**config.mk**
```make
export PLATFORM = sky130hd
export DESIGN_NAME = mc_seq_ctrl_flat
export DESIGN_NICKNAME = d
export VERILOG_FILES = /design/src/rtl/mc_seq_ctrl_if.sv /design/src/rtl/mc_seq_ctrl.sv /design/src/flat_wrapper.sv
export SDC_FILE = /design/constraint.sdc
export NUM_CORES = 1
export LEC_CHECK = 0
export CAP_MARGIN = 10
export CORE_ASPECT_RATIO = 0.5
export CORE_MARGIN = 2
export CORE_UTILIZATION = 44
export CTS_BUF_LIST = sky130_fd_sc_hd__clkbuf_8 sky130_fd_sc_hd__clkbuf_16
export DETAILED_ROUTE_END_ITERATION = 8
export PLACE_DENSITY = 0.95
export SETUP_SLACK_MARGIN = 0.02
export SLEW_MARGIN = 20
export SYNTH_ARGS = -nofsm -noshare
export SYNTH_HDL_FRONTEND = slang
export SYNTH_SLANG_ARGS = --single-unit
```
**constraint.sdc**
```tcl
create_clock -name clk -period 7.15 [get_ports clk]
set_clock_uncertainty 0.15 [all_clocks]
set_input_delay 1.0725 -clock clk [delete_from_list [all_inputs] [get_ports clk]]
set_output_delay 1.0725 -clock clk [all_outputs]
set_load 0.005 [all_outputs]
```
**src/rtl/mc_seq_ctrl_if.sv**
```systemverilog
// mc_seq_ctrl_if: sequencer bus (fetch/data SRAM handshakes, decoder hints, status/perf outputs); master = mc_seq_ctrl, slave = environment
interface mc_seq_ctrl_if #(parameter int ADDR_W = 32);
    logic              inst_req;
    logic [ADDR_W-1:0] inst_addr;
    logic              inst_ready;
    logic [31:0]       inst_rdata;
    logic [31:0]       ir;
    logic [ADDR_W-1:0] pc;
    logic              dec_mem_rd;
    logic              dec_mem_wr;
    logic              dec_wb_en;
    logic              dec_redirect;
    logic [ADDR_W-1:0] dec_target;
    logic              data_req;
    logic              data_we;
    logic              data_ready;
    logic              st_exec;
    logic              rf_wen;
    logic              exc;
    logic              retire;
    logic [ADDR_W-1:0] retire_pc;
    logic [31:0]       cycle_cnt;
    logic [31:0]       inst_cnt;
    modport master (
        output inst_req, inst_addr, ir, pc, data_req, data_we, st_exec, rf_wen, exc, retire, retire_pc, cycle_cnt, inst_cnt,
        input  inst_ready, inst_rdata, dec_mem_rd, dec_mem_wr, dec_wb_en, dec_redirect, dec_target, data_ready
    );
    modport slave (
        input  inst_req, inst_addr, ir, pc, data_req, data_we, st_exec, rf_wen, exc, retire, retire_pc, cycle_cnt, inst_cnt,
        output inst_ready, inst_rdata, dec_mem_rd, dec_mem_wr, dec_wb_en, dec_redirect, dec_target, data_ready
    );
endinterface

```
**src/rtl/mc_seq_ctrl.sv**
```systemverilog
// mc_seq_ctrl: 5-state multi-cycle sequencer/PC unit; ports clk, reset (sync, active-high), bus (mc_seq_ctrl_if.master); MC_SEQ_PERF_CNT_EN adds cycle/retire counters
module mc_seq_ctrl #(
    parameter int          ADDR_W   = 32,
    parameter logic [31:0] RESET_PC = 32'hbfc0_0000,
    parameter logic [31:0] EXC_VEC  = 32'hbfc0_0380
) (
    input logic           clk,
    input logic           reset,
    mc_seq_ctrl_if.master bus
);
    localparam logic [ADDR_W-1:0] RST_PC = RESET_PC[ADDR_W-1:0];
    localparam logic [ADDR_W-1:0] EXC_PC = EXC_VEC[ADDR_W-1:0];
    typedef enum logic [4:0] {
        FETCH  = 5'b00001,
        DECODE = 5'b00010,
        EXEC   = 5'b00100,
        MEM    = 5'b01000,
        WB     = 5'b10000
    } state_t;
    state_t            state_q, state_d;
    logic [ADDR_W-1:0] pc_q, pc_d, npc_q, npc_d;
    logic [31:0]       ir_q, ir_d;
    logic              misalign, mem_op;
    assign misalign = bus.dec_redirect && (bus.dec_target[1:0] != 2'b00);
    assign mem_op   = bus.dec_mem_rd || bus.dec_mem_wr;
    always_ff @(posedge clk) begin
        if (reset) begin
            state_q <= FETCH;
            pc_q    <= RST_PC;
            npc_q   <= RST_PC;
            ir_q    <= '0;
        end else begin
            state_q <= state_d;
            pc_q    <= pc_d;
            npc_q   <= npc_d;
            ir_q    <= ir_d;
        end
    end
    always_comb begin
        state_d = FETCH;
        case (state_q)
            FETCH:   state_d = bus.inst_ready ? DECODE : FETCH;
            DECODE:  state_d = EXEC;
            EXEC:    state_d = misalign ? FETCH : mem_op ? MEM : bus.dec_wb_en ? WB : FETCH;
            MEM:     state_d = !bus.data_ready ? MEM : bus.dec_mem_wr ? FETCH : WB;
            default: state_d = FETCH;
        endcase
    end
    // npc settles in EXEC; pc only moves on entry to FETCH, so it is frozen across both waits
    always_comb begin
        ir_d  = (state_q == FETCH && bus.inst_ready) ? bus.inst_rdata : ir_q;
        npc_d = state_q != EXEC ? npc_q : misalign ? EXC_PC : bus.dec_redirect ? bus.dec_target : pc_q + ADDR_W'(4);
        pc_d  = (state_q != FETCH && state_d == FETCH) ? npc_d : pc_q;
    end
    always_comb begin
        bus.inst_req  = !reset && state_q == FETCH;
        bus.inst_addr = pc_q;
        bus.ir        = ir_q;
        bus.pc        = pc_q;
        bus.data_req  = !reset && state_q == MEM;
        bus.data_we   = !reset && state_q == MEM && bus.dec_mem_wr;
        bus.st_exec   = !reset && state_q == EXEC;
        bus.rf_wen    = !reset && state_q == WB;
        bus.exc       = !reset && state_q == EXEC && misalign;
        bus.retire    = !reset && (state_q == EXEC ? (misalign || (!mem_op && !bus.dec_wb_en)) :
                                   state_q == MEM  ? (bus.data_ready && bus.dec_mem_wr) :
                                   state_q == WB);
        bus.retire_pc = pc_q;
    end
`ifdef MC_SEQ_PERF_CNT_EN
    logic [31:0] cycle_cnt_q, cycle_cnt_d, inst_cnt_q, inst_cnt_d;
    always_comb begin
        cycle_cnt_d = cycle_cnt_q + 32'd1;
        inst_cnt_d  = inst_cnt_q + {31'd0, bus.retire};
    end
    always_ff @(posedge clk) begin
        if (reset) begin
            cycle_cnt_q <= '0;
            inst_cnt_q  <= '0;
        end else begin
            cycle_cnt_q <= cycle_cnt_d;
            inst_cnt_q  <= inst_cnt_d;
        end
    end
    assign bus.cycle_cnt = cycle_cnt_q;
    assign bus.inst_cnt  = inst_cnt_q;
`else
    assign bus.cycle_cnt = '0;
    assign bus.inst_cnt  = '0;
`endif
endmodule

```
**src/flat_wrapper.sv**
```systemverilog
// flat-port wrapper written by rule: the top's interface ports become plain ports
module mc_seq_ctrl_flat 
#(
    parameter int          ADDR_W   = 32,
    parameter logic [31:0] RESET_PC = 32'hbfc0_0000,
    parameter logic [31:0] EXC_VEC  = 32'hbfc0_0380
)
  (clk, reset, bus_inst_req, bus_inst_addr, bus_ir, bus_pc, bus_data_req, bus_data_we, bus_st_exec, bus_rf_wen, bus_exc, bus_retire, bus_retire_pc, bus_cycle_cnt, bus_inst_cnt, bus_inst_ready, bus_inst_rdata, bus_dec_mem_rd, bus_dec_mem_wr, bus_dec_wb_en, bus_dec_redirect, bus_dec_target, bus_data_ready);
  mc_seq_ctrl_if #(.ADDR_W(ADDR_W)) bus_i ();
  input logic clk;
  input logic reset;
  output wire logic [$bits(bus_i.inst_req)-1:0] bus_inst_req;
  output wire logic [$bits(bus_i.inst_addr)-1:0] bus_inst_addr;
  output wire logic [$bits(bus_i.ir)-1:0] bus_ir;
  output wire logic [$bits(bus_i.pc)-1:0] bus_pc;
  output wire logic [$bits(bus_i.data_req)-1:0] bus_data_req;
  output wire logic [$bits(bus_i.data_we)-1:0] bus_data_we;
  output wire logic [$bits(bus_i.st_exec)-1:0] bus_st_exec;
  output wire logic [$bits(bus_i.rf_wen)-1:0] bus_rf_wen;
  output wire logic [$bits(bus_i.exc)-1:0] bus_exc;
  output wire logic [$bits(bus_i.retire)-1:0] bus_retire;
  output wire logic [$bits(bus_i.retire_pc)-1:0] bus_retire_pc;
  output wire logic [$bits(bus_i.cycle_cnt)-1:0] bus_cycle_cnt;
  output wire logic [$bits(bus_i.inst_cnt)-1:0] bus_inst_cnt;
  input wire logic [$bits(bus_i.inst_ready)-1:0] bus_inst_ready;
  input wire logic [$bits(bus_i.inst_rdata)-1:0] bus_inst_rdata;
  input wire logic [$bits(bus_i.dec_mem_rd)-1:0] bus_dec_mem_rd;
  input wire logic [$bits(bus_i.dec_mem_wr)-1:0] bus_dec_mem_wr;
  input wire logic [$bits(bus_i.dec_wb_en)-1:0] bus_dec_wb_en;
  input wire logic [$bits(bus_i.dec_redirect)-1:0] bus_dec_redirect;
  input wire logic [$bits(bus_i.dec_target)-1:0] bus_dec_target;
  input wire logic [$bits(bus_i.data_ready)-1:0] bus_data_ready;
  assign bus_inst_req = bus_i.inst_req;
  assign bus_inst_addr = bus_i.inst_addr;
  assign bus_ir = bus_i.ir;
  assign bus_pc = bus_i.pc;
  assign bus_data_req = bus_i.data_req;
  assign bus_data_we = bus_i.data_we;
  assign bus_st_exec = bus_i.st_exec;
  assign bus_rf_wen = bus_i.rf_wen;
  assign bus_exc = bus_i.exc;
  assign bus_retire = bus_i.retire;
  assign bus_retire_pc = bus_i.retire_pc;
  assign bus_cycle_cnt = bus_i.cycle_cnt;
  assign bus_inst_cnt = bus_i.inst_cnt;
  assign bus_i.inst_ready = bus_inst_ready;
  assign bus_i.inst_rdata = bus_inst_rdata;
  assign bus_i.dec_mem_rd = bus_dec_mem_rd;
  assign bus_i.dec_mem_wr = bus_dec_mem_wr;
  assign bus_i.dec_wb_en = bus_dec_wb_en;
  assign bus_i.dec_redirect = bus_dec_redirect;
  assign bus_i.dec_target = bus_dec_target;
  assign bus_i.data_ready = bus_data_ready;
  mc_seq_ctrl #(.ADDR_W(ADDR_W), .RESET_PC(RESET_PC), .EXC_VEC(EXC_VEC)) u_core (.clk(clk), .reset(reset), .bus(bus_i));
endmodule
```
==> metrics.md, run 1 <==
| Metric | Value |
|---|---|
| Cell count after synthesis | `710` |
| Vias in the first global route | `4877` |
| CP max FO | `16` |
| Crit path from | `bus_dec_redirect` |
| CTS sink count | `101` |
| Post-DRT Antenna Nets | `0` |
| EDFF count, synth | `0` |
| Starting DRT DRC Count | `435` |
| R2R cell count | `7` |
| Die height | `83.6 um` |
| Tightest Pin Transition | `0.967 ns` |
| Number of buffers added on ports | `206` |
| Status | `completed` |
| Crit path top cell by count | `clkdlybuf4s50_1` |
| Ant. Diodes | `0` |
| Leakage power | `0.00267 uW` |
| Hold Path Depth | `2` |
| Sw Pwr | `374 uW` |
| CP endpoint kind | `primary output` |
| Primary FF master, synth | `dfxtp_1` |
| Reg2reg start | `u_core.state_q[0]` |
| GRT Util Overall | `0.213` |
| Critical Path RT | `5.93 ns` |
| Fmax | `roughly 0.22 GHz` |
| H-tree depth | `3` |
| Number of antenna violations at the first check in global routing | `0` |
| Post-route setup TNS | `0 ns` |
| DRC | `0` |
| Mean area per synthesized cell | `7.85 sq um` |
| Clock Power Share | `0.328` |
| Die area | `around 14000 sq um` |
| Clk_lat worst skew | `around 0.33 ns` |
| Root Buffer | `clkbuf_16` |
| Cell area after synthesis | `5580 sq um` |
| Minimum clock period | `4.46 ns` |
| Post-layout util | `0.601` |
| PD cells | `192 nW/um^2` |
| Post-synthesis cell type with the largest combined area | `dfxtp_1` |
| Ys async rst share | `0` |
| Slew HR | `0.353` |
| CTS Buffer Depth | `2` |
| Met3 Usage GRT | `0.0586` |
| Fraction of layout cells with a size suffix above 1 | `0.0447` |
| First-pass GRT wire length | `23800 um` |
| Met2 Resource Use GR | `0.377` |
| Die X | `163 um` |
| Sw frac | `0.269` |
| Yosys warns | `0` |
| Seq cells post-synth | `101` |
| GR Layer Usage met1 | `0.240` |
| Rows | `28` |
| Layer carrying the most global-route usage | `met2` |
| Routability congestion estimate from global placement | `0.849` |
| Tcrit/Tclk final | `0.624` |
| CTS tree | `done` |
| Internal power | `1020 uW` |
| Max incr delay on CP | `around 0.87 ns` |
| Critical path start-end classification | `in2out` |
| Min-delay src | `u_core.bus.ir[29]` |
| Clk pin slew, worst setup/hold paths | `0.06 ns` |
| Final Max Tran Viols | `0` |
| DRT Pass-1 Iters | `5` |
| Min-Delay Path Class | `reg2reg` |
| Synthesis-to-layout area growth | `30.3%` |
| Combinational cell fraction of total power | `0.217` |
| Most frequent cell after synthesis | `buf_4` |
| Detailed-route wire length per cell | `15.2 um` |
| # setup viols final | `0` |
| Bufs and invs on worst path | `2` |
| GR Overflow Total | `0` |
| Seq pwr share | `0.455` |
| Synth area leaders | `dfxtp_1, buf_4, nand2_1` |
| Via/cell ratio | `5.34` |
| Final wirelength | `15100 um` |
| Top cell type's share of synthesized area | `0.363` |
| VDD IR max | `141 uV` |
| Netlist cell types | `57` |
| Filler instances | `just under 1000` |
| Initial Utilization | `0.461` |
| Max Cap Viol | `0` |
| Unrepaired setup endpoints after global routing | `no` |
| Post-CTS Setup Bufs | `0` |
| CP Launch Type | `input port` |
| Slowest library cell on the worst path | `clkdlybuf4s50_1` |
| Seq/Total Area, Yosys | `0.363` |
| CP top delay family | `buffers and inverters` |
| Hold-fix buffers, CTS | `0` |
| Crit path DAT | `3.24 ns` |
| DP Wirelength | `10700 um` |
| Crit. path cell count | `4` |
| Largest net degree at the start of global routing | `93` |
| CTS buffer count | `9` |
| Resized cells post-CTS | `0` |
| Worst path cell trace | `clkdlybuf4s50_1, o21ai_1, nor3_1, clkdlybuf4s50_1` |
| I/O Pins | `between 200 and 300` |
| Synth top cells by count | `buf_4, dfxtp_1, nand2_1` |
| Final hold vios | `0` |
| Core area | `12100 sq um` |
| # nets final | `895` |
| DR vias | `5293` |
layer usage:
metal  wire (um)  up-vias
met4         440        0
met1        5610     2453
met3        1390       48
met5           0        -
li1            -     2479
met2        7660      313
per-stage QoR:
step	cells	area, sq um	setup slack, ns	power [uW]	hold slack [ns]
6_report	992	7260	2.69	1390	0.301
5_1_grt	992	7260	2.54	1460	0.320
4_1_cts	992	7260	2.74	1400	0.304
3_5_place_dp	976	6980	2.76	946	0.296
3_3_place_gp	976	6980	2.87	936	0.291
2_1_floorplan	773	5810	4.21	827	0.286
power groups by stage:
stage	clock [uW]	sequential, uW	combinational (uW)
final	456	633	303
after detailed placement	0	646	300
after global routing	491	638	329
after CTS	463	633	302
after global placement	0	644	292
after floorplan	0	636	190
state kept, by name (all words and copies together) (netlist names):
name and flops:
u_core.bus.inst_addr 32, u_core.state_q 5, u_core.bus.ir 32, u_core.npc_q 32
cell usage in the layout (no fill, tap or decap), drive strengths merged, types with 3 or more instances in the layout:
cell type / instances
nand4: 11
and3: 10
conb: 64
a32oi: 3
o211ai: 7
nor4: 9
nand2b: 4
nand2: 99
or3: 8
and4: 4
o21ai: 27
and2: 4
a211o: 6
nor3: 22
or4: 3
nor2: 54
a31oi: 5
xor2: 7
a21oi: 51
or2: 3
xnor2: 15
nand3: 18
dfxtp: 101
o221ai: 3
a21boi: 3
clkbuf: 11
a31o: 4
a22oi: 5
a221oi: 3
clkdlybuf4s50: 205
a211oi: 15
buf: 5
o31ai: 5
inv: 14
kinds of logic after synthesis:
kind of cell               Yosys count  share of synthesized area
and+or+nand+nor                    252                      0.214
buffers and inverters              183                      0.211
AOI/OAI and AO/OA                  149                      0.172
DFF                                101                      0.363
xor gates and xnor gates            22                     0.0346
adders and majority gates            1                    0.00224
other                                1                   0.000673
muxes                                1                    0.00202
worst paths after layout:
check / end / slack (ns)
max: bus_exc / 2.69
min reg2reg: u_core.bus.ir[29] / 0.30
max reg2reg: u_core.bus.inst_addr[19] / 4.14
min: u_core.bus.ir[29] / 0.30
tightest hold or removal path, stage by stage, from the launching register on:
cell	delay [ns]
dfxtp_1	0.31
nand2_1	0.05
a21oi_1	0.05
final cells by class:
class | count | area [sq um] | area share
clock inverters | 5 | 27.5 | 0.00379
multi-input cells | 489 | 2630 | 0.361
inverters | 11 | 41.3 | 0.00569
well taps | 165 | 206 | 0.0284
flip-flops and latches | 101 | 2020 | 0.278
repair buffers | 210 | 2090 | 0.287
clock buffers | 11 | 253 | 0.0348
Power figures use the tool's default switching activity.
==> inputs of run 2 (changes only) <==
--- a/config.mk
+++ b/config.mk
@@ -8,10 +8,10 @@
 export CAP_MARGIN = 10
 export CORE_ASPECT_RATIO = 0.5
 export CORE_MARGIN = 2
-export CORE_UTILIZATION = 44
+export CORE_UTILIZATION = 41
 export CTS_BUF_LIST = sky130_fd_sc_hd__clkbuf_8 sky130_fd_sc_hd__clkbuf_16
 export DETAILED_ROUTE_END_ITERATION = 8
-export PLACE_DENSITY = 0.95
+export PLACE_DENSITY = 0.91
 export SETUP_SLACK_MARGIN = 0.02
 export SLEW_MARGIN = 20
 export SYNTH_ARGS = -nofsm -noshare
==> constraint.sdc (replaced) <==
create_clock -name clk -period 4.4 [get_ports clk]
set_clock_uncertainty 0.15 [all_clocks]
set_input_delay 0.66 -clock clk [delete_from_list [all_inputs] [get_ports clk]]
set_output_delay 0.66 -clock clk [all_outputs]
set_load 0.005 [all_outputs]
==> metrics.md, run 2 (synthesized netlist as in run 1, its figures left out) <==
| Metric | Value |
|---|---|
| Bufs and invs on worst path | `2` |
| Critical Path RT | `around 3.6 ns` |
| Fraction of layout cells with a size suffix above 1 | `0.0495` |
| Critical path start-end classification | `in2out` |
| Setup ws final | `approximately 0.86 ns` |
| Worst path cell trace | `clkdlybuf4s50_1, o21ai_1, nor3_1, clkdlybuf4s50_1` |
| First-pass GRT wire length | `~24000 um` |
| Starting DRT DRC Count | `just over 400` |
| Initial Utilization | `0.416` |
| VDD IR max | `178 uV` |
| Power Total | `2280 uW` |
| Die height | `86.5 um` |
| Layer carrying the most global-route usage | `met2` |
| Detailed-route wire length per cell | `approximately 15 um` |
| # setup viols final | `0` |
| CP max FO | `16` |
| Vias in the first global route | `4703` |
| Via/cell ratio | `5.20` |
| Commonest non-fill, non-tap cells in the layout | `clkdlybuf4s50_1, dfxtp_1, nand2_1` |
| Min-delay src | `u_core.bus.ir[26]` |
| Clk pin slew, worst setup/hold paths | `0.07 ns` |
| Post-route setup TNS | `0 ns` |
| GR Layer Usage met1 | `0.244` |
| Die area | `14600 sq um` |
| Final wirelength | `15100 um` |
| DRC | `0` |
| Largest net degree at the start of global routing | `59` |
| Leakage power | `0.00267 uW` |
| Reg2reg start | `u_core.bus.inst_addr[2]` |
| # nets final | `898` |
| Crit path from | `bus_dec_redirect` |
| Tightest Pin Transition | `1.01 ns` |
| GR Overflow Total | `0` |
| CP Launch Type | `input port` |
| Clk_lat worst skew | `approximately 0.34 ns` |
| CTS Buffer Depth | `2` |
| Rows | `30` |
| Unrepaired setup endpoints after global routing | `no` |
| Core area | `13400 sq um` |
| Post-CTS Setup Bufs | `0` |
| CP top delay family | `buffers and inverters` |
| CTS buffer count | `9` |
| Met3 Usage GRT | `0.0429` |
| Tcrit/Tclk final | `0.804` |
| CP endpoint kind | `primary output` |
| GRT Util Overall | `0.199` |
| Post-layout util | `0.544` |
| Most common cell after layout, fill and taps aside | `clkdlybuf4s50_1` |
| H-tree depth | `3` |
| Crit path top cell by count | `clkdlybuf4s50_1` |
| DR vias | `5225` |
| Min-Delay Path Class | `reg2reg` |
| CTS tree | `done` |
| CTS sink count | `101` |
| Number of buffers added on ports | `206` |
| Fmax | `0.283 GHz` |
| DRT Pass-1 Iters | `5` |
| Final Max Tran Viols | `0` |
| Synthesis-to-layout area growth | `30.8%` |
| Routability congestion estimate from global placement | `0.896` |
| Crit path DAT | `2.73 ns` |
| Resized cells post-CTS | `0` |
| PD cells | `313 nW/um^2` |
| Met2 Resource Use GR | `0.344` |
| Minimum clock period | `3.54 ns` |
| Setup WS pre-CTS | `between 0.7 and 0.8 ns` |
| Slowest library cell on the worst path | `clkdlybuf4s50_1` |
| DP Wirelength | `10900 um` |
| Hold-fix buffers, CTS | `0` |
| Die X | `169 um` |
| Ant. Diodes | `0` |
| Worst hold slack | `0.305 ns` |
| Slew HR | `0.324` |
| Number of antenna violations at the first check in global routing | `0` |
| Root Buffer | `clkbuf_16` |
| Post-DRT Antenna Nets | `0` |
| Final hold vios | `0` |
| Status | `completed` |
| Max incr delay on CP | `0.88 ns` |
| Max Cap Viol | `0` |
| I/O Pins | `271` |
## run 2: changes by cell type in the layout (fill, tap and decap cells not counted), sizes merged
| cell | change |
|---|---|
| buf | +3 |
| clkbuf | -2 |
| clkinv | +2 |
| inv | -2 |
| clkinvlp | +1 |
## run 2: cell type report
| type | instances | area, sq um |
|---|---|---|
| clock buffer | 9 | 225 |
| clock inverter | 6 | 48.8 |
| fill | 1170 | 6110 |
| inverter | 11 | 41.3 |
| multi-input combinational | 489 | 2620 |
| sequential | 101 | 2020 |
| tap | 176 | 220 |
| timing repair buffer | 213 | 2110 |
## run 2: metrics by stage
| stage | instance area (sq um) | cells |
|---|---|---|
| final | 7290 | 1005 |
| after CTS | 7290 | 1005 |
| after floorplan | 5810 | 773 |
| after detailed placement | 7010 | 990 |
| after global placement | 7010 | 990 |
| after global routing | 7290 | 1005 |
## run 2: per-layer routing
layer,wire [um],share of wire,vias to the layer above
li1,-,-,2487
met1,6200,0.41,2435
met2,7450,0.49,267
met3,1100,0.073,36
met4,400,0.026,0
met5,0,0,-
## run 2: power by group
part	leakage, uW	switching, uW	total (uW)	internal, uW
logic	0.00172	212	495	283
clock network	0.000130	367	754	387
registers	0.000822	69.7	1030	962
total	0.00267	648	2280	1630
## run 2: final timing paths
kind,end,slack [ns],depth (start not counted)
max reg2reg,u_core.bus.inst_addr[24],1.44,7
min reg2reg,u_core.bus.ir[26],0.31,2
max,bus_exc,0.86,4
min,u_core.bus.ir[26],0.31,2
## run 2: tightest hold or removal path, cell delays in order (launching register included)
cell and delay [ns]:
dfxtp_1 0.31, nand2_1 0.05, a21oi_1 0.05
